`config.mk`:
```
export PLATFORM = sky130hd
export DESIGN_NAME = alu
export DESIGN_NICKNAME = d
export VERILOG_FILES = /design/src/rtl/alu_pkg.sv /design/src/rtl/alu_core.sv /design/src/rtl/alu.sv
export SDC_FILE = /design/constraint.sdc
export NUM_CORES = 1
export LEC_CHECK = 0
export ABC_AREA = 1
export BUFFER_PORTS_ARGS = -buffer_cell sky130_fd_sc_hd__buf_4
export CELL_PAD_IN_SITES_DETAIL_PLACEMENT = 2
export CELL_PAD_IN_SITES_GLOBAL_PLACEMENT = 2
export CORE_ASPECT_RATIO = 0.9
export CORE_MARGIN = 2
export CORE_UTILIZATION = 26
export CTS_BUF_LIST = sky130_fd_sc_hd__clkbuf_4
export DETAILED_ROUTE_END_ITERATION = 16
export GPL_TIMING_DRIVEN = 0
export PLACE_DENSITY_LB_ADDON = 0.25
export SYNTH_ARGS = -nofsm -noshare
export SYNTH_HDL_FRONTEND = slang
export SYNTH_HIERARCHICAL = 1
export SYNTH_SLANG_ARGS = --single-unit
```
`constraint.sdc`:
```
create_clock -name clk -period 2.1 [get_ports clk]
set_clock_uncertainty 0.1 [all_clocks]
set_input_delay 0.21 -clock clk [delete_from_list [all_inputs] [get_ports clk]]
set_output_delay 0.21 -clock clk [all_outputs]
set_load 0.1 [all_outputs]
```
`src/rtl/alu_pkg.sv`:
```
// Shared constants for the registered ALU: one-hot operation selects and the shift-amount width.
// Pure declarations; no logic.
package alu_pkg;
  localparam logic [7:0] SEL_ADD = 8'b0000_0001;
  localparam logic [7:0] SEL_SUB = 8'b0000_0010;
  localparam logic [7:0] SEL_AND = 8'b0000_0100;
  localparam logic [7:0] SEL_OR  = 8'b0000_1000;
  localparam logic [7:0] SEL_XOR = 8'b0001_0000;
  localparam logic [7:0] SEL_NOR = 8'b0010_0000;
  localparam logic [7:0] SEL_SHL = 8'b0100_0000;
  localparam logic [7:0] SEL_SHR = 8'b1000_0000;

  localparam int SHAMT_W = 3;
endpackage

```
`src/rtl/alu_core.sv`:
```
// Combinational ALU function of op1/op2 under a one-hot select; flags added with ALU_FLAGS_EN.
// Latency: 0 (pure combinational).
// Backpressure: none; output follows inputs.
module alu_core
  import alu_pkg::*;
#(
  parameter int WIDTH = 8
) (
  input  logic [WIDTH-1:0] op1,
  input  logic [WIDTH-1:0] op2,
  input  logic [7:0]       select,
  output logic [WIDTH-1:0] result
`ifdef ALU_FLAGS_EN
  ,
  output logic             carry,
  output logic             zero,
  output logic             ovf,
  output logic             sel_err
`endif
);

  logic [SHAMT_W-1:0] shamt;
  logic [WIDTH-1:0]   add_r;
  logic [WIDTH-1:0]   sub_r;

  assign shamt = op2[SHAMT_W-1:0];

`ifdef ALU_FLAGS_EN
  logic add_c;
  logic sub_b;
  // Extra top bit of the widened add/sub is carry-out / borrow.
  assign {add_c, add_r} = {1'b0, op1} + {1'b0, op2};
  assign {sub_b, sub_r} = {1'b0, op1} - {1'b0, op2};
`else
  assign add_r = op1 + op2;
  assign sub_r = op1 - op2;
`endif

  // Exact match on each one-hot code; anything else (zero or multi-hot) yields 0.
  always_comb begin
    result = '0;
    case (select)
      SEL_ADD: result = add_r;
      SEL_SUB: result = sub_r;
      SEL_AND: result = op1 & op2;
      SEL_OR:  result = op1 | op2;
      SEL_XOR: result = op1 ^ op2;
      SEL_NOR: result = ~(op1 | op2);
      SEL_SHL: result = op1 << shamt;
      SEL_SHR: result = op1 >> shamt;
      default: result = '0;
    endcase
  end

`ifdef ALU_FLAGS_EN
  always_comb begin
    carry   = 1'b0;
    ovf     = 1'b0;
    sel_err = 1'b0;
    case (select)
      SEL_ADD: begin
        carry = add_c;
        ovf   = (op1[WIDTH-1] == op2[WIDTH-1]) && (add_r[WIDTH-1] != op1[WIDTH-1]);
      end
      SEL_SUB: begin
        carry = sub_b;
        ovf   = (op1[WIDTH-1] != op2[WIDTH-1]) && (sub_r[WIDTH-1] != op1[WIDTH-1]);
      end
      SEL_AND, SEL_OR, SEL_XOR, SEL_NOR, SEL_SHL, SEL_SHR: begin
      end
      default: sel_err = 1'b1;
    endcase
  end

  assign zero = (result == '0);
`endif

endmodule

```
`src/rtl/alu.sv`:
```
// Registered 8-op ALU with one-hot select; optional flag outputs under ALU_FLAGS_EN.
// Latency: 1 cycle, one op accepted per cycle.
// Backpressure: none; synchronous active-high rst clears all outputs.
module alu
  import alu_pkg::*;
#(
  parameter int WIDTH = 8
) (
  input  logic             clk,
  input  logic             rst,
  input  logic [WIDTH-1:0] op1,
  input  logic [WIDTH-1:0] op2,
  input  logic [7:0]       select,
  output logic [WIDTH-1:0] res
`ifdef ALU_FLAGS_EN
  ,
  output logic             carry,
  output logic             zero,
  output logic             ovf,
  output logic             sel_err
`endif
);

  logic [WIDTH-1:0] result;
`ifdef ALU_FLAGS_EN
  logic carry_c, zero_c, ovf_c, sel_err_c;
`endif

  alu_core #(.WIDTH(WIDTH)) u_core (
    .op1     (op1),
    .op2     (op2),
    .select  (select),
    .result  (result)
`ifdef ALU_FLAGS_EN
    ,
    .carry   (carry_c),
    .zero    (zero_c),
    .ovf     (ovf_c),
    .sel_err (sel_err_c)
`endif
  );

  always_ff @(posedge clk) begin
    if (rst) begin
      res <= '0;
    end else begin
      res <= result;
    end
  end

`ifdef ALU_FLAGS_EN
  always_ff @(posedge clk) begin
    if (rst) begin
      carry   <= 1'b0;
      zero    <= 1'b0;
      ovf     <= 1'b0;
      sel_err <= 1'b0;
    end else begin
      carry   <= carry_c;
      zero    <= zero_c;
      ovf     <= ovf_c;
      sel_err <= sel_err_c;
    end
  end
`endif

endmodule

```
==> impl_metrics.toml <==
[global_route]
track_usage_pct = 20.51
grt-ovfl-total = 0
grt_max_degree = 12
first_global_vias = 2560
grt_pass1_wl_microns = 12910
antenna_found_initial = 0

[clock_network]
cts_sinks = 8
cts_made_buffers = 3
clk_path_buf_depth = 2
clkTransAtPathRegs_ns = 0.05
cts_max_level = 1
cts-root-buf = "clkbuf_4"
cts_tree = "built"
hold_buffers = 0

[floorplanning]
die_area_sq_um = 8197
chipHeight_microns = 86.09
core-area_sq_um = 7148
start_util_pct = 27.24
io_pins = 34
die_w_microns = 95.22
num_rows = 29

[synthesis]
synth-edff-count = 0
avgSynthCellArea_sq_um = 5.500
netlist_area_sq_um = 1947
yosysSeqAreaShare_pct = 8.226
synth_top_area_share_pct = 21.98
yosysMostFrequentCell = "nand2_1"
synth_async_sr_flop_share_pct = 0
synthTopCellsByArea = "nand2_1 (22%), ha_1 (16%), nand3_1 (11%), inv_1 (10%), dfxtp_1 (8.2%)"
ys.flop_type = "dfxtp_1"
yosys_warnings = 6
synth_area_leader_cell = "nand2_1"
synth-seq-cells = 8
synth_cell_types = 30
ys_top_cells_by_count = "nand2_1 (114), inv_1 (52), nand3_1 (44)"
synthCells = 354
syn_nets = 406

[sta]
min_period_ns = 2.020
maxSlewViolCount = 0
setup_violations = 0
fin_tns_setup_ns = 0
rsz0062_at_grt = "true"
worst_pin_slew_ns = 0.7079
hold_violations = 0
max_clock_freq_mhz = 495.0
fin_crit_sh_pct = 96.19
relSlewSlack_pct = 52.63

[setup_path]
cp_cell_sequence = "buf_12, clkinv_8, buf_4, nand2_4, nor2_4, a31oi_4, xor2_1, ha_1, nand2_2, inv_2, nand4_1, nand3_1, nand2_1, nand3_2, nand3_2, inv_2, nor2_1"
crit_required_ns = 2.15
worstPathMaxFanout = 4
worstSetupPathType = "in -> reg"
worst_setup_path_end_kind = "flop"
worstSetupStartpoint = "op2[1]"
slowest_delay_ns = 0.39
crit_path_top_delay_cell = "ha_1"
worstPathArrival_ns = 2.07
startpoint_type = "input pin"
critPathCapture = "res[6]$_SDFF_PP0_"

[layout]
largest-register = "res"
drive_above_1_share_pct = 27.36
final_util_pct = 37.83
final_cell_area_sq_um = 2704
final_nets = 467
syn2layout_area_growth_pct = 38.88
instances_no_fill = 506
largest_register_ffs = 8
diodes = 0
reg.largest.list = "res: 8 flops"

[routing]
wl_microns = 8796
drt_pass1_iterations = 4
dr_total_vias = 2504
ant_nets = 0
post-route-drc-count = 0
first_iter_violations = 67
route.detailed.wl_per_inst_microns = 17.38
via_per_inst = 4.949

[placed_design]
hpwlAfterDp_microns = 6687
globalplace.congestion = 0.8280
io_buffer_count = 32
numPlacedInstances = 479
dpl_cell_area_sq_um = 2322

[power_and_ir_drop]
powerDensity_nw_per_um2 = 283.7
irDropWorstVdd_mv = 0.1989
p_leak_nw = 1.442
power.total_mw = 0.7670

[flow_run]
cap_violations = 0

[min_path]
hp-class = "in -> reg"

[status]
status = "finished, final reports clean"
[kinds of logic (layout without fill, tap and decap cells)]
logic type / after synthesis / in the layout / synth area share (%)
DFF: 8 / 8 / 8.226
xor gates and xnor gates: 7 / 7 / 3.149
adders and majority gates: 26 / 26 / 17.10
buffers and inverters: 61 / 120 / 13.24
and+or+nand+nor: 223 / 223 / 50.26
AOI/OAI and AO/OA: 29 / 29 / 8.034
[placed cells by master (no fill, tap or decap), types with 2 or more instances in the layout]
| master | n |
|---|---|
| nand3b_1 | 4 |
| inv_1 | 42 |
| nor2_2 | 3 |
| inv_2 | 7 |
| xor2_1 | 7 |
| nand3_1 | 40 |
| dfxtp_1 | 8 |
| a21oi_2 | 3 |
| o21ai_0 | 14 |
| nor2_1 | 37 |
| inv_4 | 2 |
| nand2_2 | 9 |
| nand2_4 | 3 |
| nand2_1 | 105 |
| buf_6 | 6 |
| buf_4 | 53 |
| nand3_2 | 4 |
| ha_1 | 23 |
| nor2_4 | 6 |
| a21oi_1 | 5 |
| nand4_1 | 5 |
| clkbuf_4 | 3 |
| nor3_1 | 3 |
[area by class of cell]
type	count	area, sq um
fill	902	4444
multi-input combinational	285	1659
timing repair buffer	57	462.9
inverter	55	240.2
sequential	8	160.2
tap	93	116.4
buffer	5	42.54
clock buffer	3	22.52
[critical path: cells and delay by family]
kind / cells / cell delay, ns
XOR/XNOR: 1 / 0.19
adder cells (fa/ha/maj): 1 / 0.39
AND/OR/NAND/NOR: 9 / 0.80
buffers and inverters: 5 / 0.38
AO/OA/AOI/OAI: 1 / 0.10
[repair_timing]
action,CTS,global route
endpoints found under the setup margin,7,6
buffers inserted,11,14
pin swaps,10,25
gates resized for setup,13,47
[where the power goes]
| group | total (mW) | internal, mW | switching, mW |
|---|---|---|---|
| registers | 0.155 | 0.154 | 0.000695 |
| clock network | 0.117 | 0.0654 | 0.0518 |
| logic | 0.495 | 0.198 | 0.297 |
| total | 0.767 | 0.418 | 0.349 |
[how the worst min path moves through the flow]
stage,cells past startpoint,from,end,slack [ns]
2_1_floorplan,2,rst,res[7]$_SDFF_PP0_,0.29
3_3_place_gp,2,rst,res[1]$_SDFF_PP0_,0.31
3_5_place_dp,2,rst,res[4]$_SDFF_PP0_,0.32
4_1_cts,2,rst,res[4]$_SDFF_PP0_,0.04
5_1_grt,2,rst,res[6]$_SDFF_PP0_,0.03
6_report,2,rst,res[3]$_SDFF_PP0_,0.05
[metal layers]
| metal | GRT usage, % | share of wire, % | up-vias |
|---|---|---|---|
| met5 | 0 | 0 | - |
| met4 | 1.581 | 1.2 | 0 |
| met2 | 37.71 | 51 | 43 |
| met1 | 26.33 | 45 | 1216 |
| li1 | - | - | 1237 |
| met3 | 2.636 | 3.1 | 8 |
[stage by stage]
step | setup WS, ns | hold WS [ns]
after detailed placement | -0.5293 | 0.3154
after global routing | -0.05230 | 0.02640
after global placement | -0.4368 | 0.3089
after CTS | 0.003039 | 0.04187
after floorplan | 0.009365 | 0.2895
final | 0.07999 | 0.05011
Note: power is estimated with default switching activity, not from simulation.
